### config.mk
export PLATFORM = sky130hd
export DESIGN_NAME = lib_accum_rtl
export DESIGN_NICKNAME = d
export VERILOG_FILES = /design/src/rtl/lib_accum_pkg.sv /design/src/rtl/lib_accum_narrow.sv /design/src/rtl/lib_accum_rtl.sv
export SDC_FILE = /design/constraint.sdc
export NUM_CORES = 1
export LEC_CHECK = 0
export BUFFER_PORTS_ARGS = -buffer_cell sky130_fd_sc_hd__buf_4
export CAP_MARGIN = 20
export CORE_MARGIN = 3
export CORE_UTILIZATION = 30
export CTS_CLUSTER_DIAMETER = 100
export CTS_CLUSTER_SIZE = 28
export DETAILED_ROUTE_END_ITERATION = 8
export REMOVE_ABC_BUFFERS = 1
export SYNTH_ARGS = -nofsm -noshare
export SYNTH_HDL_FRONTEND = slang
export SYNTH_HIERARCHICAL = 1
export SYNTH_SLANG_ARGS = --single-unit
### constraint.sdc
create_clock -name clock -period 3.7 [get_ports clock]
set_input_delay 0.37 -clock clock [delete_from_list [all_inputs] [get_ports clock]]
set_output_delay 0.37 -clock clock [all_outputs]
set_load 0.1 [all_outputs]
### src/rtl/lib_accum_pkg.sv
// -----------------------------------------------------------------------------
// lib_accum_pkg
// Shared types and default constants for the block accumulator.
//   state_e        : FSM state (ACCUM collecting samples, HOLD presenting sum)
//   LIB_DATA_W     : default sample / result width
//   LIB_ACC_W      : default internal accumulator width (>= DATA_W + 8)
//   LIB_BLOCK_LEN  : default samples per block (1..255)
//   CNT_W          : sample counter width, wide enough for BLOCK_LEN <= 255
// -----------------------------------------------------------------------------
package lib_accum_pkg;

  typedef enum logic {
    ACCUM = 1'b0,
    HOLD  = 1'b1
  } state_e;

  localparam int unsigned LIB_DATA_W    = 32;
  localparam int unsigned LIB_ACC_W     = 40;
  localparam int unsigned LIB_BLOCK_LEN = 8;
  localparam int unsigned CNT_W         = 8;

endpackage : lib_accum_pkg

### src/rtl/lib_accum_narrow.sv
// -----------------------------------------------------------------------------
// lib_accum_narrow
// Purely combinational ACC_W -> DATA_W narrowing of a final block sum.
//   Build option LIB_ACCUM_SATURATE_EN:
//     defined   : sums above 2^DATA_W-1 clamp to all ones
//     undefined : low DATA_W bits are kept (modulo wrap)
// Ports:
//   sum_i    in  ACC_W   full-precision block sum
//   narrow_o out DATA_W  narrowed result
// -----------------------------------------------------------------------------
module lib_accum_narrow #(
  parameter int unsigned DATA_W = 32,
  parameter int unsigned ACC_W  = 40
) (
  input  logic [ACC_W-1:0]  sum_i,
  output logic [DATA_W-1:0] narrow_o
);

`ifdef LIB_ACCUM_SATURATE_EN
  // Any set bit above the result width means the sum does not fit.
  assign narrow_o = (|sum_i[ACC_W-1:DATA_W]) ? '1 : sum_i[DATA_W-1:0];
`else
  logic unused_hi;

  assign narrow_o  = sum_i[DATA_W-1:0];
  assign unused_hi = ^sum_i[ACC_W-1:DATA_W];
`endif

endmodule : lib_accum_narrow

### src/rtl/lib_accum_rtl.sv
// -----------------------------------------------------------------------------
// lib_accum_rtl
// Block accumulator: sums BLOCK_LEN unsigned samples (or fewer, when a sample
// arrives with ilast) and presents the narrowed sum with a valid/ready
// handshake. Narrowing behaviour depends on the build option
// LIB_ACCUM_SATURATE_EN (see lib_accum_narrow).
// Parameters:
//   DATA_W    sample / result width
//   ACC_W     accumulator width, must be >= DATA_W + 8 so 255 samples never wrap
//   BLOCK_LEN samples per block, 1..255
// Ports:
//   clock    in   1       rising-edge clock
//   reset    in   1       synchronous active-high reset
//   ivalid   in   1       sample valid
//   datain   in   DATA_W  sample
//   ilast    in   1       sample closes a short block
//   iready   in   1       downstream takes the result
//   oready   out  1       a sample can be accepted this cycle
//   ovalid   out  1       dataout holds a completed block sum
//   dataout  out  DATA_W  block sum
// -----------------------------------------------------------------------------
module lib_accum_rtl
  import lib_accum_pkg::*;
#(
  parameter int unsigned DATA_W    = LIB_DATA_W,
  parameter int unsigned ACC_W     = LIB_ACC_W,
  parameter int unsigned BLOCK_LEN = LIB_BLOCK_LEN
) (
  input  logic              clock,
  input  logic              reset,
  input  logic              ivalid,
  input  logic [DATA_W-1:0] datain,
  input  logic              ilast,
  input  logic              iready,
  output logic              oready,
  output logic              ovalid,
  output logic [DATA_W-1:0] dataout
);

  localparam logic [CNT_W-1:0] BLOCK_LEN_C = CNT_W'(BLOCK_LEN);

  state_e            state_q;
  logic              ovalid_q;
  logic [ACC_W-1:0]  acc_q,    acc_d;
  logic [CNT_W-1:0]  cnt_q,    cnt_d;
  logic [DATA_W-1:0] result_q, result_d;
  logic              accept;
  logic              close;

  // In HOLD, oready follows iready, so an accepted sample in HOLD always
  // coincides with the result being consumed.
  assign oready  = ~reset & ((state_q == ACCUM) | iready);
  assign ovalid  = ~reset & ovalid_q;
  assign dataout = reset ? '0 : result_q;
  assign accept  = ivalid & oready;

  // acc_q/cnt_q are cleared whenever a block closes, so while in HOLD they
  // are zero and the same "add to running sum" path starts the next block.
  // NOTE: every always_comb output gets a value on every path, so no latch.
  always_comb begin
    acc_d = acc_q + {{(ACC_W-DATA_W){1'b0}}, datain};
    cnt_d = cnt_q + CNT_W'(1);
    close = (cnt_d == BLOCK_LEN_C) | ilast;
  end

  lib_accum_narrow #(
    .DATA_W (DATA_W),
    .ACC_W  (ACC_W)
  ) u_narrow (
    .sum_i    (acc_d),
    .narrow_o (result_d)
  );

  // NOTE: clocked state uses non-blocking assignments only.
  always_ff @(posedge clock) begin
    if (reset) begin
      state_q  <= ACCUM;
      ovalid_q <= 1'b0;
      acc_q    <= '0;
      cnt_q    <= '0;
      result_q <= '0;
    end else if (accept) begin
      if (close) begin
        result_q <= result_d;
        acc_q    <= '0;
        cnt_q    <= '0;
        state_q  <= HOLD;
        ovalid_q <= 1'b1;
      end else begin
        acc_q    <= acc_d;
        cnt_q    <= cnt_d;
        state_q  <= ACCUM;
        ovalid_q <= 1'b0;
      end
    end else if ((state_q == HOLD) && iready) begin
      state_q  <= ACCUM;
      ovalid_q <= 1'b0;
    end
  end

endmodule : lib_accum_rtl

After elaboration in Yosys (flattened, before gate mapping)
Cells that the tools add are included.
{"block": "word_totals", "ff_bits": 81, "inputBits": 37, "output_inout_bits": 34, "wordCells": 23}
{"block": "op_classes", "addsub": 2, "eq_ne": 1, "muxes": 6, "bitwise_logic": 7, "n_reduce_logical": 3}
{"op": "adder 40 x 32 -> 40 bit", "n": 1}
{"op": "two-way mux 40 bit", "n": 1}
{"op": "two-way mux 32 bit", "n": 1}
{"op": "adder 8 x 1 -> 8 bit, second input constant", "n": 1}
{"op": "equality test 8 x 4 -> 1 bit, second input constant", "n": 1}
{"op": "two-way mux 8 bit", "n": 1}
{"op": "AND 1 bit", "n": 3}
{"op": "two-way mux 1 bit", "n": 3}
{"op": "NOT 1 bit", "n": 2}
{"op": "bitwise OR 1 bit", "n": 2}
{"op": "AND reduction 2 bit", "n": 1}
{"op": "nonzero test 2 bit", "n": 1}
{"op": "logical AND 1 bit", "n": 1}

Depth between registers and ports, before layout
Gate-level depths: netlist of run 1.
{"block": "depth", "ltp_word": 5, "depth_mapped": 12, "mapped_depth_nobuf": 11}

Cells and area by module
The synthesis of run 1 kept the hierarchy.
{"module": "lib_accum_rtl", "instances": 1, "cells_each": 682, "area_per_inst_um2": 5316.3, "seq_area_each_um2": 1621.6}
{"module": "lib_accum_narrow", "instances": 1, "cells_each": 32, "area_per_inst_um2": 240.2, "seq_area_each_um2": 0.0}

Worst setup path before layout of run 1
No wires, ideal clock.
{"block": "synth_path", "path_kind": "input port to flip-flop", "start": "in datain[0]", "end": "reg result_q[28]", "setup_time_ps": 132, "t_arrival_ps": 2648, "t_required_ps": 3568, "path_slack_ps": 920, "path_stages": 12, "path_buffers": 1, "cell_sequence": "ha_1 fa_1 a21o_1 a31o_2 a221oi_1 a211oi_1 o21ai_0 nand3_1 and2_1 buf_4 nand2_1 a21oi_1"}
{"block": "synth_via", "elab_chain_cells": 1}
{"element": "start: declaration", "line_no": "lib_accum_rtl.sv:32", "rtl": "input logic [DATA_W-1:0] datain,"}
{"element": "adder 40 x 32 -> 40 bit", "line_no": "lib_accum_rtl.sv:61", "rtl": "acc_d = acc_q + {{(ACC_W-DATA_W){1'b0}}, datain};"}
{"element": "named net acc_d[28]", "line_no": "lib_accum_rtl.sv:44", "rtl": "logic [ACC_W-1:0] acc_q, acc_d;"}
{"element": "end signal: assignment", "line_no": "lib_accum_rtl.sv:84", "rtl": "result_q <= result_d;"}
{"element": "end: declaration", "line_no": "lib_accum_rtl.sv:46", "rtl": "logic [DATA_W-1:0] result_q, result_d;"}
The timed path passes the listed nets, and every way through them passes these cells.
A chain may end at the register's enable or synchronous reset.

Final worst setup path of run 1
{"block": "layout_path", "start": "reg acc_q[0]", "end": "reg result_q[28]"}
{"block": "layout_via", "elab_chain_cells": 1}
{"element": "start: declaration", "line_no": "lib_accum_rtl.sv:44"}
{"element": "start signal: assignment", "line_no": "lib_accum_rtl.sv:79", "rtl": "acc_q <= '0;"}
{"element": "start signal: assignment", "line_no": "lib_accum_rtl.sv:85", "rtl": "acc_q <= '0;"}
{"element": "start signal: assignment", "line_no": "lib_accum_rtl.sv:90", "rtl": "acc_q <= acc_d;"}
{"element": "adder 40 x 32 -> 40 bit", "line_no": "lib_accum_rtl.sv:61"}
{"element": "named net acc_d[28]", "line_no": "lib_accum_rtl.sv:44"}
The timed path passes the listed nets, and every way through them passes these cells.

==> metrics, run 1 <==
run status=finished clean; post-synthesis instance total=635; Clk pin slew, worst setup/hold paths=60 ps; initial antenna violation count=0; Avg WL per Cell=14.32 microns; ANT cells=0; CP Max Fanout=4; Port Buffer Count=70; CTS Sinks=73; final worst-path setup slack=759.6 ps; Hold/Removal Path Class=primary input to register; total routed wirelength=12,470 microns; vias in the first global route=4,032; placed cells=855; CTS tree=built; Placer Congestion=0.8678; met3 global-route usage=3.488%; hold buffers post-CTS=0; CTS Buf Count=9; crit path launch type=register; yosys warns=6; Crit. End Element=register; Worst VDD drop=0.2352 mV; fmax=340.1 MHz; Pint=1.701 mW; power density cells=416.1 nW/um^2; Longest Clk Path Bufs=2; Setup Viol. Count Final=0; met1 Use GR=18.94%; Worst Path Required=3930 ps; layout cells sized above 1=16.64%; DRT Pass-1 Iters=4; worst skew pair latency=350 ps; CTS H-Tree Depth=3; Setup WS pre-CTS=573.1 ps; Sequential Power Share=35.1%; Sum Neg Setup Slack=0 ps; most frequent cells in the layout=nand2_1, buf_4, a21oi_1, dfxtp_1, nor2_1; setup bufs post-CTS=0; Residual DRC=0; Hold Vio Cnt, Final=0; core footprint=16,000 sq um; Vias=4,271; Post-Layout Cell Count=871; synthesis-to-layout area growth=16.37%; sw frac=28.85%; Avg Inst Size Synth=7.775 sq um; Detailed Place HPWL=9128 microns; multi-input logic area=3054 sq um; final clock skew=7.073 ps; design area=5746 sq um; commonest non-fill, non-tap cell in the layout=nand2_1; Die Height=134.3 microns; Clock power frac=44.1%; # IOs=71; busiest grt layer=met2; total grt overflow=0; NumNets Final=721; CP arrival=3170 ps; DR iter-0 viols=185; Setup CP Type=register to register; Reg area=1461 sq um; switching component of the power=0.6899 mW; Placed Instance Area=5390 sq um; Worst-Margin Slew=843.3 ps; CTS resizes=0; Max Cap Viol=0; row count=46; largest net degree at the start of global routing=60; Mapped Area=4937 sq um; Initial Util=30.86%; max_slew headroom=43.57%; fill count=1,720; global-route wire length before repair=20,320 microns; Max Slew Vio Count=0; Via-to-Cell Ratio=4.904; P_leak=2.454 nW; GRT Util Overall=13.98%; die area=18,030 sq um; RSZ-0062 raised after global routing=no; die width=134.3 microns; period utilization=79.47%; met2 GRT Util=21.73%; Root Driver=clkbuf_16; Tmin final=2940 ps; Total Power=2.391 mW; combinational fraction of design power=20.8%; post-route antenna net violation count=0
-- layout make-up --
cell class	count	area share, %
multi-input combinational	483	53.16
sequential	73	25.44
timing repair buffer	78	10.19
tap	216	4.704
clock buffer	12	4.464
clock inverter	4	1.720
inverter	5	0.3267
-- state kept, by name (all words and copies together), names as in the netlist --
name	cells
acc_q	32
result_q	32
cnt_q	8
ovalid_q	1
-- metal layers --
layer	wire length (microns)	part of all wire, %
met3	607	4.9
met1	6097	49
met2	5580	45
met4	184	1.5
met5	0	0
-- through the flow --
stage | utilization (%) | hold WS, ps
final | 35.91 | 335.2
after global routing | 35.91 | 362.5
after CTS | 35.91 | 318.4
after detailed placement | 33.69 | 442.7
after global placement | 33.69 | 439.1
after floorplan | - | 425.7
-- worst max-delay path, stage by stage (launching register included) --
cell	delay (ps)
dfxtp_1	310
ha_1	200
fa_1	400
a21o_1	210
a31o_2	290
a221oi_1	530
a211oi_1	200
o21ai_0	260
nand3_1	140
and2_1	170
nand2_1	50
a21oi_1	50
-- final timing paths --
| check | startpoint | end | slack [ps] | cells past startpoint |
|---|---|---|---|---|
| hold reg to reg | result_q[13]$_SDFFE_PP0P_ | result_q[13]$_SDFFE_PP0P_ | 450 | 2 |
| setup / recovery | acc_q[0]$_SDFFE_PP0P_ | result_q[28]$_SDFFE_PP0P_ | 760 | 11 |
| hold / removal | iready | ovalid_q$_SDFFE_PP0P_ | 340 | 3 |
| setup reg to reg | acc_q[0]$_SDFFE_PP0P_ | result_q[28]$_SDFFE_PP0P_ | 760 | 11 |
-- power by group through the flow --
stage          combinational [mW]  clock (mW)  sequential, mW
4_1_cts                     0.502        1.08           0.840
6_report                    0.498        1.05           0.839
2_1_floorplan               0.357           0           0.852
3_5_place_dp                0.499           0           0.857
5_1_grt                     0.552        1.10           0.843
3_3_place_gp                0.498           0           0.856
(Power assumes the default switching activity.)
==> inputs of run 2 (changes only) <==
- ABC_AREA: not set -> 1
- clock period: 3.7 -> 2.6 ns (I/O delays scaled with it)
==> run 2 against run 1 <==
First-iteration DRC count increased by 46%. Non-clock buffer count increased by 1. Combinational power increased by 38%. Wire length increased by 21%. Critical path type unchanged. Die area increased by 12%. Sequential share of layout area decreased by 2.6 points. Sequential power increased by 41%. Cell count increased by 34%.
==> metrics, run 2 <==
Port Buffer Count=70; # IOs=71; Avg Inst Size Synth=6.121 sq um; multi-input logic area=3131 sq um; DRT Pass-1 Iters=4; Longest Clk Path Bufs=2; Mapped Area=5558 sq um; Vias=5,238; hold buffers post-CTS=0; Post-Layout Cell Count=1,170; Setup CP Type=register to register; Hold/Removal Path Class=primary input to register; Worst-Margin Slew=621.0 ps; RSZ-0062 raised after global routing=no; P_leak=3.204 nW; max_slew headroom=58.56%; period utilization=88.96%; Worst VDD drop=0.3073 mV; CTS resizes=0; CP Max Fanout=3; placed cells=1,153; Initial Util=30.73%; Die Height=142.1 microns; fmax=432.3 MHz; GRT Util Overall=15.09%; layout cells sized above 1=12.86%; total grt overflow=0; power density cells=541.7 nW/um^2; post-synthesis instance total=908; final core utilization=35.33%; DR iter-0 viols=270; crit path launch type=register; R2R Setup Slk=290 ps; Max Cap Viol=0; die width=142.1 microns; synthesis-to-layout area growth=14.97%; CTS H-Tree Depth=3; Root Driver=clkbuf_16; Residual DRC=0; die area=20,200 sq um; post-route antenna net violation count=0; Hold Vio Cnt, Final=0; Avg WL per Cell=12.93 microns; global-route wire length before repair=24,320 microns; Tmin final=2313 ps; core footprint=18,090 sq um; Setup Viol. Count Final=0; Worst Path Required=2840 ps; CTS Buf Count=9; Reg area=1461 sq um; fill count=1,983; row count=49; Max Slew Vio Count=0; NumNets Final=1,007; most frequent cells in the layout=nand2_1, inv_1, nor2_1; run status=finished clean; Clk pin slew, worst setup/hold paths=70 ps; total routed wirelength=15,130 microns; CTS Sinks=73; CP arrival=2550 ps; initial antenna violation count=0; largest registers=acc_q (32), result_q (32), cnt_q (8); yosys warns=6; Crit. End Element=register; commonest non-fill, non-tap cell in the layout=nand2_1; CTS tree=built; vias in the first global route=4,787; final clock skew=11.69 ps; Placer Congestion=0.9359; largest net degree at the start of global routing=47; setup bufs post-CTS=0; Detailed Place HPWL=11,710 microns; worst skew pair latency=350 ps; ANT cells=0; Via-to-Cell Ratio=4.477
==> run 2: layer usage <==
layer  vias up  global-route usage, %  part of all wire (%)  routed length [microns]
met1      2328                  21.09                    50                     7627
met5         -                      0                     0                        0
met4         0                  4.747                   1.6                      238
li1       2807                      -                     -                        -
met3        16                  3.024                   4.0                      612
met2        87                  23.38                    44                     6647
==> run 2: worst paths after layout <==
check / start / endpoint / cells after the start
worst max-delay path: acc_q[0]$_SDFFE_PP0P_ / result_q[30]$_SDFFE_PP0P_ / 11
worst min-delay path: iready / ovalid_q$_SDFFE_PP0P_ / 4
worst max register to register: acc_q[0]$_SDFFE_PP0P_ / result_q[30]$_SDFFE_PP0P_ / 11
worst min register to register: result_q[4]$_SDFFE_PP0P_ / result_q[4]$_SDFFE_PP0P_ / 2
==> run 2: worst max-delay path: stages (launching register included) <==
cell and delay, ps:
dfxtp_1 310, ha_1 240, fa_1 440, nand2_1 160, nand3_1 170, nand3_1 110, nand2_1 140, nand2_1 140
nand3b_1 100, and2_1 170, o21ai_0 180, a21oi_1 60
==> run 2: cell type report <==
cell class / count / area share [%]
clock buffers: 11 / 3.955
flip-flops and latches: 73 / 22.87
clock inverters: 5 / 1.958
multi-input cells: 631 / 48.99
repair buffers: 79 / 9.399
well taps: 229 / 4.484
inverters: 142 / 8.341
==> run 2: through the flow <==
step                      setup slack (ps)  TNS, ps  total power [mW]  hold slack (ps)  cell area (sq um)
final                                287.0        0             3.461            211.0               6390
after global routing                 132.8        0             3.605            237.6               6390
after CTS                            305.7        0             3.488            202.2               6375
after detailed placement             219.9        0             1.891            446.1               5997
after global placement               226.6        0             1.889            442.0               5997
after floorplan                      -1834  -126990             1.676            322.4               5122
==> run 2: power breakdown <==
| part | switching (mW) | total, mW | leakage, nW | internal [mW] |
|---|---|---|---|---|
| registers | 0.0172 | 1.18 | 0.594 | 1.17 |
| clock network | 0.507 | 1.59 | 0.186 | 1.09 |
| logic | 0.478 | 0.686 | 2.42 | 0.208 |
